File: config.mk
export PLATFORM = sky130hd
export DESIGN_NAME = mc_control
export DESIGN_NICKNAME = d
export VERILOG_FILES = /design/src/rtl/mc_control.sv
export SDC_FILE = /design/constraint.sdc
export NUM_CORES = 1
export LEC_CHECK = 0
export BUFFER_PORTS_ARGS = -buffer_cell sky130_fd_sc_hd__buf_2
export CAP_MARGIN = 20
export CORE_ASPECT_RATIO = 0.7
export CORE_MARGIN = 1.5
export CORE_UTILIZATION = 48
export CTS_BUF_LIST = sky130_fd_sc_hd__clkbuf_4 sky130_fd_sc_hd__clkbuf_8 sky130_fd_sc_hd__clkbuf_16
export CTS_CLUSTER_DIAMETER = 150
export DETAILED_ROUTE_END_ITERATION = 7
export PLACE_DENSITY = 0.82
export REMOVE_ABC_BUFFERS = 1
export SLEW_MARGIN = 20
export SYNTH_ARGS = -nofsm -noshare
export SYNTH_HDL_FRONTEND = slang
export SYNTH_SLANG_ARGS = --single-unit
File: constraint.sdc
create_clock -name clk -period 1.8 [get_ports clk]
set_input_delay 0.36 -clock clk [delete_from_list [all_inputs] [get_ports clk]]
set_output_delay 0.36 -clock clk [all_outputs]
set_load 0.02 [all_outputs]
File: src/rtl/mc_control.sv
// Multicycle control FSM for the MIPS core: sequences FETCH/DECODE/EXECUTE/MEM/WB over a shared datapath.
// Optional feature: define BNE_EN to decode opcode 05 (bne) as an inverted-sense branch.
module mc_control #(
   parameter int TIMEOUT = 16,
   parameter int CNT_W   = 5
) (
   input  logic       clk,
   input  logic       reset,
   input  logic [5:0] opcode,
   input  logic [5:0] funct,
   input  logic       zero,
   input  logic       mem_ready,
   output logic       pc_en,
   output logic       iord,
   output logic       memwrite,
   output logic       irwrite,
   output logic       regdst,
   output logic       memtoreg,
   output logic       regwrite,
   output logic       alusrca,
   output logic [1:0] alusrcb,
   output logic [2:0] alucontrol,
   output logic [1:0] pcsrc,
   output logic       illegal,
   output logic       bus_error,
   output logic [3:0] state
);

   typedef enum logic [3:0] {
      S_FETCH  = 4'd0,
      S_DECODE = 4'd1,
      S_MEMADR = 4'd2,
      S_MEMRD  = 4'd3,
      S_MEMWB  = 4'd4,
      S_MEMWR  = 4'd5,
      S_RTEXEC = 4'd6,
      S_ALUWB  = 4'd7,
      S_BRANCH = 4'd8,
      S_ADDIEX = 4'd9,
      S_ADDIWB = 4'd10,
      S_JUMP   = 4'd11
   } state_t;

   localparam logic [2:0] ALU_ADD = 3'b010;
   localparam logic [2:0] ALU_SUB = 3'b110;
   localparam logic [2:0] ALU_AND = 3'b000;
   localparam logic [2:0] ALU_OR  = 3'b001;
   localparam logic [2:0] ALU_SLT = 3'b111;

   state_t           r_state;
   state_t           w_next;
   logic [CNT_W-1:0] r_wait;

   logic       w_mem_state;
   logic       w_stall;
   logic       w_timeout;
   logic       w_taken;
   logic       w_pcwrite;
   logic       w_branch;
   logic       w_iord;
   logic       w_memwrite;
   logic       w_irwrite;
   logic       w_regdst;
   logic       w_memtoreg;
   logic       w_regwrite;
   logic       w_alusrca;
   logic [1:0] w_alusrcb;
   logic [2:0] w_alucontrol;
   logic [1:0] w_pcsrc;
   logic       w_illegal;

   assign w_mem_state = (r_state == S_FETCH) || (r_state == S_MEMRD) || (r_state == S_MEMWR);
   assign w_stall     = w_mem_state && !mem_ready;
   assign w_timeout   = w_stall && (r_wait == CNT_W'(TIMEOUT - 1));

`ifdef BNE_EN
   // Branch sense is captured while the opcode is known to be valid in DECODE.
   logic r_bne;

   always_ff @(posedge clk) begin
      if (reset) begin
         r_bne <= 1'b0;
      end else if (r_state == S_DECODE) begin
         r_bne <= (opcode == 6'h05);
      end
   end

   assign w_taken = r_bne ? !zero : zero;
`else
   assign w_taken = zero;
`endif

   // NOTE: every signal gets a default at the top of always_comb so no path leaves one unassigned (no latch).
   always_comb begin
      w_next       = r_state;
      w_pcwrite    = 1'b0;
      w_branch     = 1'b0;
      w_iord       = 1'b0;
      w_memwrite   = 1'b0;
      w_irwrite    = 1'b0;
      w_regdst     = 1'b0;
      w_memtoreg   = 1'b0;
      w_regwrite   = 1'b0;
      w_alusrca    = 1'b0;
      w_alusrcb    = 2'b00;
      w_alucontrol = 3'b000;
      w_pcsrc      = 2'b00;
      w_illegal    = 1'b0;

      unique case (r_state)
         S_FETCH: begin
            w_alusrcb    = 2'b01;
            w_alucontrol = ALU_ADD;
            w_irwrite    = mem_ready;
            w_pcwrite    = mem_ready;
            if (mem_ready) w_next = S_DECODE;
            else if (w_timeout) w_next = S_FETCH;
         end
         S_DECODE: begin
            w_alusrcb    = 2'b11;
            w_alucontrol = ALU_ADD;
            case (opcode)
               6'h23, 6'h2B: w_next = S_MEMADR;
               6'h00:        w_next = S_RTEXEC;
               6'h04:        w_next = S_BRANCH;
`ifdef BNE_EN
               6'h05:        w_next = S_BRANCH;
`endif
               6'h08:        w_next = S_ADDIEX;
               6'h02:        w_next = S_JUMP;
               default: begin
                  w_illegal = 1'b1;
                  w_next    = S_FETCH;
               end
            endcase
         end
         S_MEMADR: begin
            w_alusrca    = 1'b1;
            w_alusrcb    = 2'b10;
            w_alucontrol = ALU_ADD;
            w_next       = (opcode == 6'h2B) ? S_MEMWR : S_MEMRD;
         end
         S_MEMRD: begin
            w_iord = 1'b1;
            if (mem_ready || w_timeout) w_next = mem_ready ? S_MEMWB : S_FETCH;
         end
         S_MEMWB: begin
            w_memtoreg = 1'b1;
            w_regwrite = 1'b1;
            w_next     = S_FETCH;
         end
         S_MEMWR: begin
            // The strobe stays up through a timeout cycle; only the FSM gives up.
            w_iord     = 1'b1;
            w_memwrite = 1'b1;
            if (mem_ready || w_timeout) w_next = S_FETCH;
         end
         S_RTEXEC: begin
            w_alusrca = 1'b1;
            w_alusrcb = 2'b00;
            w_next    = S_ALUWB;
            case (funct)
               6'h20:   w_alucontrol = ALU_ADD;
               6'h22:   w_alucontrol = ALU_SUB;
               6'h24:   w_alucontrol = ALU_AND;
               6'h25:   w_alucontrol = ALU_OR;
               6'h2A:   w_alucontrol = ALU_SLT;
               default: begin
                  w_illegal = 1'b1;
                  w_next    = S_FETCH;
               end
            endcase
         end
         S_ALUWB: begin
            w_regdst   = 1'b1;
            w_regwrite = 1'b1;
            w_next     = S_FETCH;
         end
         S_BRANCH: begin
            w_alusrca    = 1'b1;
            w_alusrcb    = 2'b00;
            w_alucontrol = ALU_SUB;
            w_pcsrc      = 2'b01;
            w_branch     = 1'b1;
            w_next       = S_FETCH;
         end
         S_ADDIEX: begin
            w_alusrca    = 1'b1;
            w_alusrcb    = 2'b10;
            w_alucontrol = ALU_ADD;
            w_next       = S_ADDIWB;
         end
         S_ADDIWB: begin
            w_regwrite = 1'b1;
            w_next     = S_FETCH;
         end
         S_JUMP: begin
            w_pcsrc   = 2'b10;
            w_pcwrite = 1'b1;
            w_next    = S_FETCH;
         end
         default: w_next = S_FETCH;
      endcase
   end

   // NOTE: sequential state uses non-blocking assignments so every flop samples pre-edge values.
   always_ff @(posedge clk) begin
      if (reset) begin
         r_state <= S_FETCH;
         r_wait  <= '0;
      end else begin
         r_state <= w_next;
         // Cleared on any state change, on completion, and on timeout re-entry to FETCH.
         if ((w_next != r_state) || w_timeout || !w_stall) r_wait <= '0;
         else                                              r_wait <= r_wait + 1'b1;
      end
   end

   // Reset forces every output quiet, so nothing is written in the cycle reset is sampled.
   assign pc_en      = !reset && (w_pcwrite || (w_branch && w_taken));
   assign iord       = !reset && w_iord;
   assign memwrite   = !reset && w_memwrite;
   assign irwrite    = !reset && w_irwrite;
   assign regdst     = !reset && w_regdst;
   assign memtoreg   = !reset && w_memtoreg;
   assign regwrite   = !reset && w_regwrite;
   assign alusrca    = !reset && w_alusrca;
   assign alusrcb    = reset ? 2'b00 : w_alusrcb;
   assign alucontrol = reset ? 3'b000 : w_alucontrol;
   assign pcsrc      = reset ? 2'b00 : w_pcsrc;
   assign illegal    = !reset && w_illegal;
   assign bus_error  = !reset && w_timeout;
   assign state      = reset ? S_FETCH : r_state;

endmodule

# After elaboration in Yosys (flattened, before gate mapping)
# Cells that the tools add are included.
dict set report classes {
  add_sub_neg 1
  eq_ne 23
  muxes 29
  reduce_logical 33
}
# cell n
set ops {}
lappend ops {{$eq A6 B6 Y1 const B} 7}
lappend ops {{$pmux W4 S7} 1}
lappend ops {{$mux W4} 5}
lappend ops {{$pmux W4 S5} 1}
lappend ops {{$eq A4 B3 Y1 const B} 4}
lappend ops {{$eq A4 B4 Y1 const B} 4}
lappend ops {{$logic_and A1 B1 Y1} 13}
lappend ops {{$mux W3} 4}
lappend ops {{$pmux W3 S4} 1}
lappend ops {{$mux W1} 10}
lappend ops {{$pmux W3 S3} 1}
lappend ops {{$eq A4 B2 Y1 const B} 2}
lappend ops {{$reduce_or A2 Y1} 4}
lappend ops {{$reduce_or A4 Y1} 2}
lappend ops {{$eq A6 B2 Y1 const B} 1}
lappend ops {{$eq A6 B3 Y1 const B} 1}
lappend ops {{$eq A6 B4 Y1 const B} 1}
lappend ops {{$logic_not A6 Y1} 1}
lappend ops {{$logic_or A1 B1 Y1} 6}
lappend ops {{$pmux W2 S3} 1}
lappend ops {{$reduce_or A6 Y1} 1}
lappend ops {{$add A5 B1 Y5 const B} 1}
lappend ops {{$eq A5 B4 Y1 const B} 1}
lappend ops {{$reduce_or A5 Y1} 1}
lappend ops {{8 further kinds} 12}
dict set report word_totals {
  regBits 9
  in_bits 16
  output_inout_bits 21
  wordCells 88
}

# Longest topological paths before layout
dict set report logic_depth {
  ltp_word 12
  ltp_mapped 7
  mapped_depth_nobuf 7
}

# Worst setup path before layout
# Ideal clock, no wire load.
dict set report synth_timing {
  kind {register -> output}
  from {register r_state[2]}
  to {output alucontrol[2]}
  arrival_time_ns 1.593
  required_ns 1.440
  setup_slack_ns -0.153
  path_stages_with_launch 5
  n_path_buf 1
  path_cell_list {dfxtp_1 -> buf_4 -> nand2b_1 -> nor4_1 -> o21bai_2}
}
dict set report synth_via {
  elab_chain_len 4
  elab_cells_between_ends 9
  cone_classes {eq/ne: 5; mux: 2; reduce/logical: 2}
}
# element line
set synth_lines {}
lappend synth_lines {{start, declared} 50} ;# state_t r_state;
lappend synth_lines {{start signal, assigned} 212} ;# r_state <= w_next;
lappend synth_lines {{$eq A4 B1 Y1 (tied with other cells)} 110} ;# unique case (r_state)
lappend synth_lines {{$reduce_or A4 Y1 (no source line)} --}
lappend synth_lines {{$pmux W3 S3 *} 110}
lappend synth_lines {{$mux W3 *} 229} ;# assign alucontrol = reset ? 3'b000 : w_alucontrol;
lappend synth_lines {{end, declared} 22} ;# output logic [2:0] alucontrol,
# Every way passes the cells marked *; elsewhere a longest branch is shown, timed or not.

# Worst setup path after layout
dict set report layout_timing {
  from {register r_state[0]}
  to {output illegal}
}
dict set report layout_via {
  elab_chain_len 3
  elab_cells_between_ends 4
  cone_classes {eq/ne: 2; mux: 1; reduce/logical: 1}
}
# element line
set layout_lines {}
lappend layout_lines {{$eq A4 B3 Y1 / $eq A4 B1 Y1 (equally long branches)} 110}
lappend layout_lines {{$pmux W1 S2 *} 110}
lappend layout_lines {{$logic_and A1 B1 Y1 *} 231} ;# assign illegal = !reset && w_illegal;
lappend layout_lines {{end, declared} 24} ;# output logic illegal,
# Marked as above.

==> metrics <==
reg-to-reg endpoint r_wait[2]; Vias 1439; Die W 56.0 µm; endpoints failing hold 0; first-pass GRT wire length 4.54 mm; crit end category primary output; Num CTS Buffers 3; Routed met2 length between 2 and 2.5 mm; synthesized area 943 µm²; worst r2r src r_wait[1]; violated checks negative setup slack; hpwl dp 2.02 mm; Die Area ~0.0022 mm²; CP peak stage delay just over 0.4 ns; Warnings, synthesis 0; final worst slack -0.222 ns; hold_sp opcode[2]; cell area after layout about 0.0016 mm²; ANT cells 0; Clock Sinks 9; drt initial violations 241; asr flop ratio synth 0%; Setup CP Type register to primary output; reg2reg path depth 7; fin crit period 2.02 ns; initial antenna violation count 0; layout cells sized above 1 58.9%; clk_lat worst skew between 0.2 and 0.3 ns; wire length on met1 1.74 mm; clock tree buffer depth 2; Critical-path top delay cell dfxtp_4; Hold Path Depth 3; maximum VDD drop 0.358 mV; Hold EP r_state[3]; Die Y between 40 and 50 µm; CP Data Arrival Time 1.66 ns; final setup skew roughly 0.023 ns; Post-Route WL roughly 4.7 mm; Cell Pwr Density 386 mW/mm²; f_max 494 MHz; Setup crit start kind register; I/O pin count 37; measured slew at the worst slew-check pin 0.351 ns; max-cap viol count 0; routability cong. 0.900; CTS Root Cell clkbuf_4; Remaining DRCs 0; All-Layer GR Usage 27.3%; Finish-stage setup viols 12; cells along the critical path and2b_2 > nand3_2 > a31oi_1 > a22o_1 > buf_6; Top FF cell, synth dfxtp_1; min-delay worst type input pin to register; worst-path maximum fanout 6; flops & latches, synth 9; PortBufs 36; First-pass DRT Iterations 5; DR vias/cell 6.95; Cell Area, Placed 0.00120 mm²; Crit path required time 1.44 ns; filler cell count 81; GRT overflow 0; drt wl/cell 22.9 µm; clock slew at reported path FFs about 0.090 ns; RSZ-0062 raised after global routing true; met3 wire length 651 µm; period utilization 112%; post-route antenna net violation count 0; starting density of the core 50.9%; Syn Inst Count around 130; NumNets Final 204; outcome complete, but fails checks; row count 13; CTS tree yes; Slew Viols, Final 0; slew margin rel. approximately 76%; Unique masters post-synth 49; setup TNS -1.04 ns; Hold Buf Count CTS 0; total leakage power ~0.68 nW; vias in the first global route between 900 and 1k; r2r setup slk 0.14 ns; Area Growth Syn to Fin 66.8%; sequential area share after synthesis between 10% and 20%; largest net degree at the start of global routing 20; EDFF count, synth 0; htree depth 1; Post-Syn Area per Cell 7.31 µm²; Top Layer Used met4; Core Region 0.00185 mm²
## worst max-delay path, delay by kind of cell (launching register included)
family / cells / cell delay [ns]
compound gates: 2 / 0.50
flops: 1 / 0.41
simple gates: 2 / 0.32
buf+inv: 1 / 0.13
## per-stage QoR
stage | hold slack (ns) | util, % | cells | power, mW | worst slack (ns)
after floorplan | 0.418 | - | 122 | 0.286 | -0.248
after global placement | 0.431 | 64.6 | 191 | 0.353 | 0.0543
after detailed placement | 0.441 | 64.6 | 191 | 0.357 | 0.0336
after CTS | 0.413 | 73.4 | 198 | 0.551 | -0.0733
after global routing | 0.433 | 84.9 | 207 | 0.638 | -0.244
final | 0.424 | 84.9 | 207 | 0.608 | -0.222
## what timing repair did
action                                  4_1_cts  5_1_grt
gates resized for setup                      35       34
buffers inserted                              3        9
pin swaps                                     7       10
endpoints found under the setup margin        8       12
## placed cells by master, fill, tap and decap left out, drive strengths merged
| cell | count |
|---|---|
| nor3b | 2 |
| o32a | 1 |
| o211ai | 1 |
| a21o | 1 |
| a21oi | 3 |
| and2b | 2 |
| o21ai | 2 |
| nand2 | 10 |
| o221ai | 1 |
| clkbuf | 4 |
| buf | 59 |
| nor4bb | 1 |
| or3b | 1 |
| nand3 | 7 |
| a32oi | 1 |
| clkinvlp | 1 |
| a31oi | 5 |
| a311o | 1 |
| nor4b | 2 |
| inv | 6 |
| a2bb2oi | 2 |
| and2 | 1 |
| o2111ai | 1 |
| nor2b | 5 |
| a22o | 1 |
| and3 | 3 |
| o22ai | 2 |
| xnor2 | 1 |
| o21bai | 1 |
| o21a | 2 |
| dfxtp | 9 |
| a221oi | 1 |
| xor2 | 3 |
| nor2 | 27 |
| nor4 | 4 |
| o32ai | 1 |
| ha | 2 |
| nand2b | 3 |
| nor3 | 5 |
## cell usage after synthesis, drive strengths merged (2+ instances only)
cell / count / area [µm²]
buf: 6 / 45.0
o22ai: 2 / 12.5
nand2b: 3 / 18.8
nand2: 10 / 37.5
nor4: 4 / 31.3
o21a: 2 / 15.0
nor2: 27 / 106
ha: 2 / 25.0
dfxtp: 9 / 180
nor2b: 5 / 33.8
nand3: 7 / 40.0
nor4b: 2 / 38.8
and2b: 2 / 15.0
and3: 3 / 18.8
inv: 7 / 26.3
xor2: 3 / 26.3
o21ai: 2 / 10.0
a31oi: 5 / 31.3
a2bb2oi: 2 / 17.5
nor3: 5 / 30.0
nor3b: 2 / 15.0
a21oi: 3 / 18.8
## final cells by class
type,instances,area [µm²],area share (%)
Sequential cell,9,191,12.2
Clock buffer,4,30.0,1.91
Timing Repair Buffer,59,434,27.6
Multi-Input combinational cell,106,861,54.7
Inverter,7,30.0,1.91
Tap cell,22,27.5,1.75
## registers in the layout, indices dropped and copies added (netlist names)
name and flops:
r_wait 5, r_state 4
## cell families after synthesis
group / after synthesis / synth area share, %
DFF: 9 / 19.1
buffers and inverters: 14 / 7.96
and+or+nand+nor: 73 / 43.8
xor gates and xnor gates: 4 / 3.71
adders and majority gates: 2 / 2.65
AOI/OAI and AO/OA: 27 / 22.8
## layer usage
layer / global-route usage, % / up-vias
li1: - / 581
met4: 16.7 / 0
met1: 33.7 / 659
met5: 0 / -
met2: 48.2 / 160
met3: 2.90 / 39
## how the worst max path moves through the flow
stage | startpoint | endpoint | slack [ns] | depth (start not counted)
final | r_state[0] | illegal | -0.22 | 5
after floorplan | r_state[1] | bus_error | -0.25 | 4
after detailed placement | reset | alucontrol[2] | 0.03 | 6
after global routing | r_state[0] | illegal | -0.24 | 5
after global placement | reset | alucontrol[2] | 0.05 | 6
after CTS | r_state[1] | bus_error | -0.07 | 5
## where the power goes
| part | leakage (nW) | internal (mW) | total (mW) | switching (mW) |
|---|---|---|---|---|
| Combinational | 0.582 | 0.0833 | 0.205 | 0.121 |
| Sequential | 0.0758 | 0.202 | 0.209 | 0.00670 |
| Clock | 0.0184 | 0.101 | 0.194 | 0.0931 |
| Total | 0.677 | 0.386 | 0.608 | 0.221 |
Note: power is estimated with default switching activity, not from simulation.
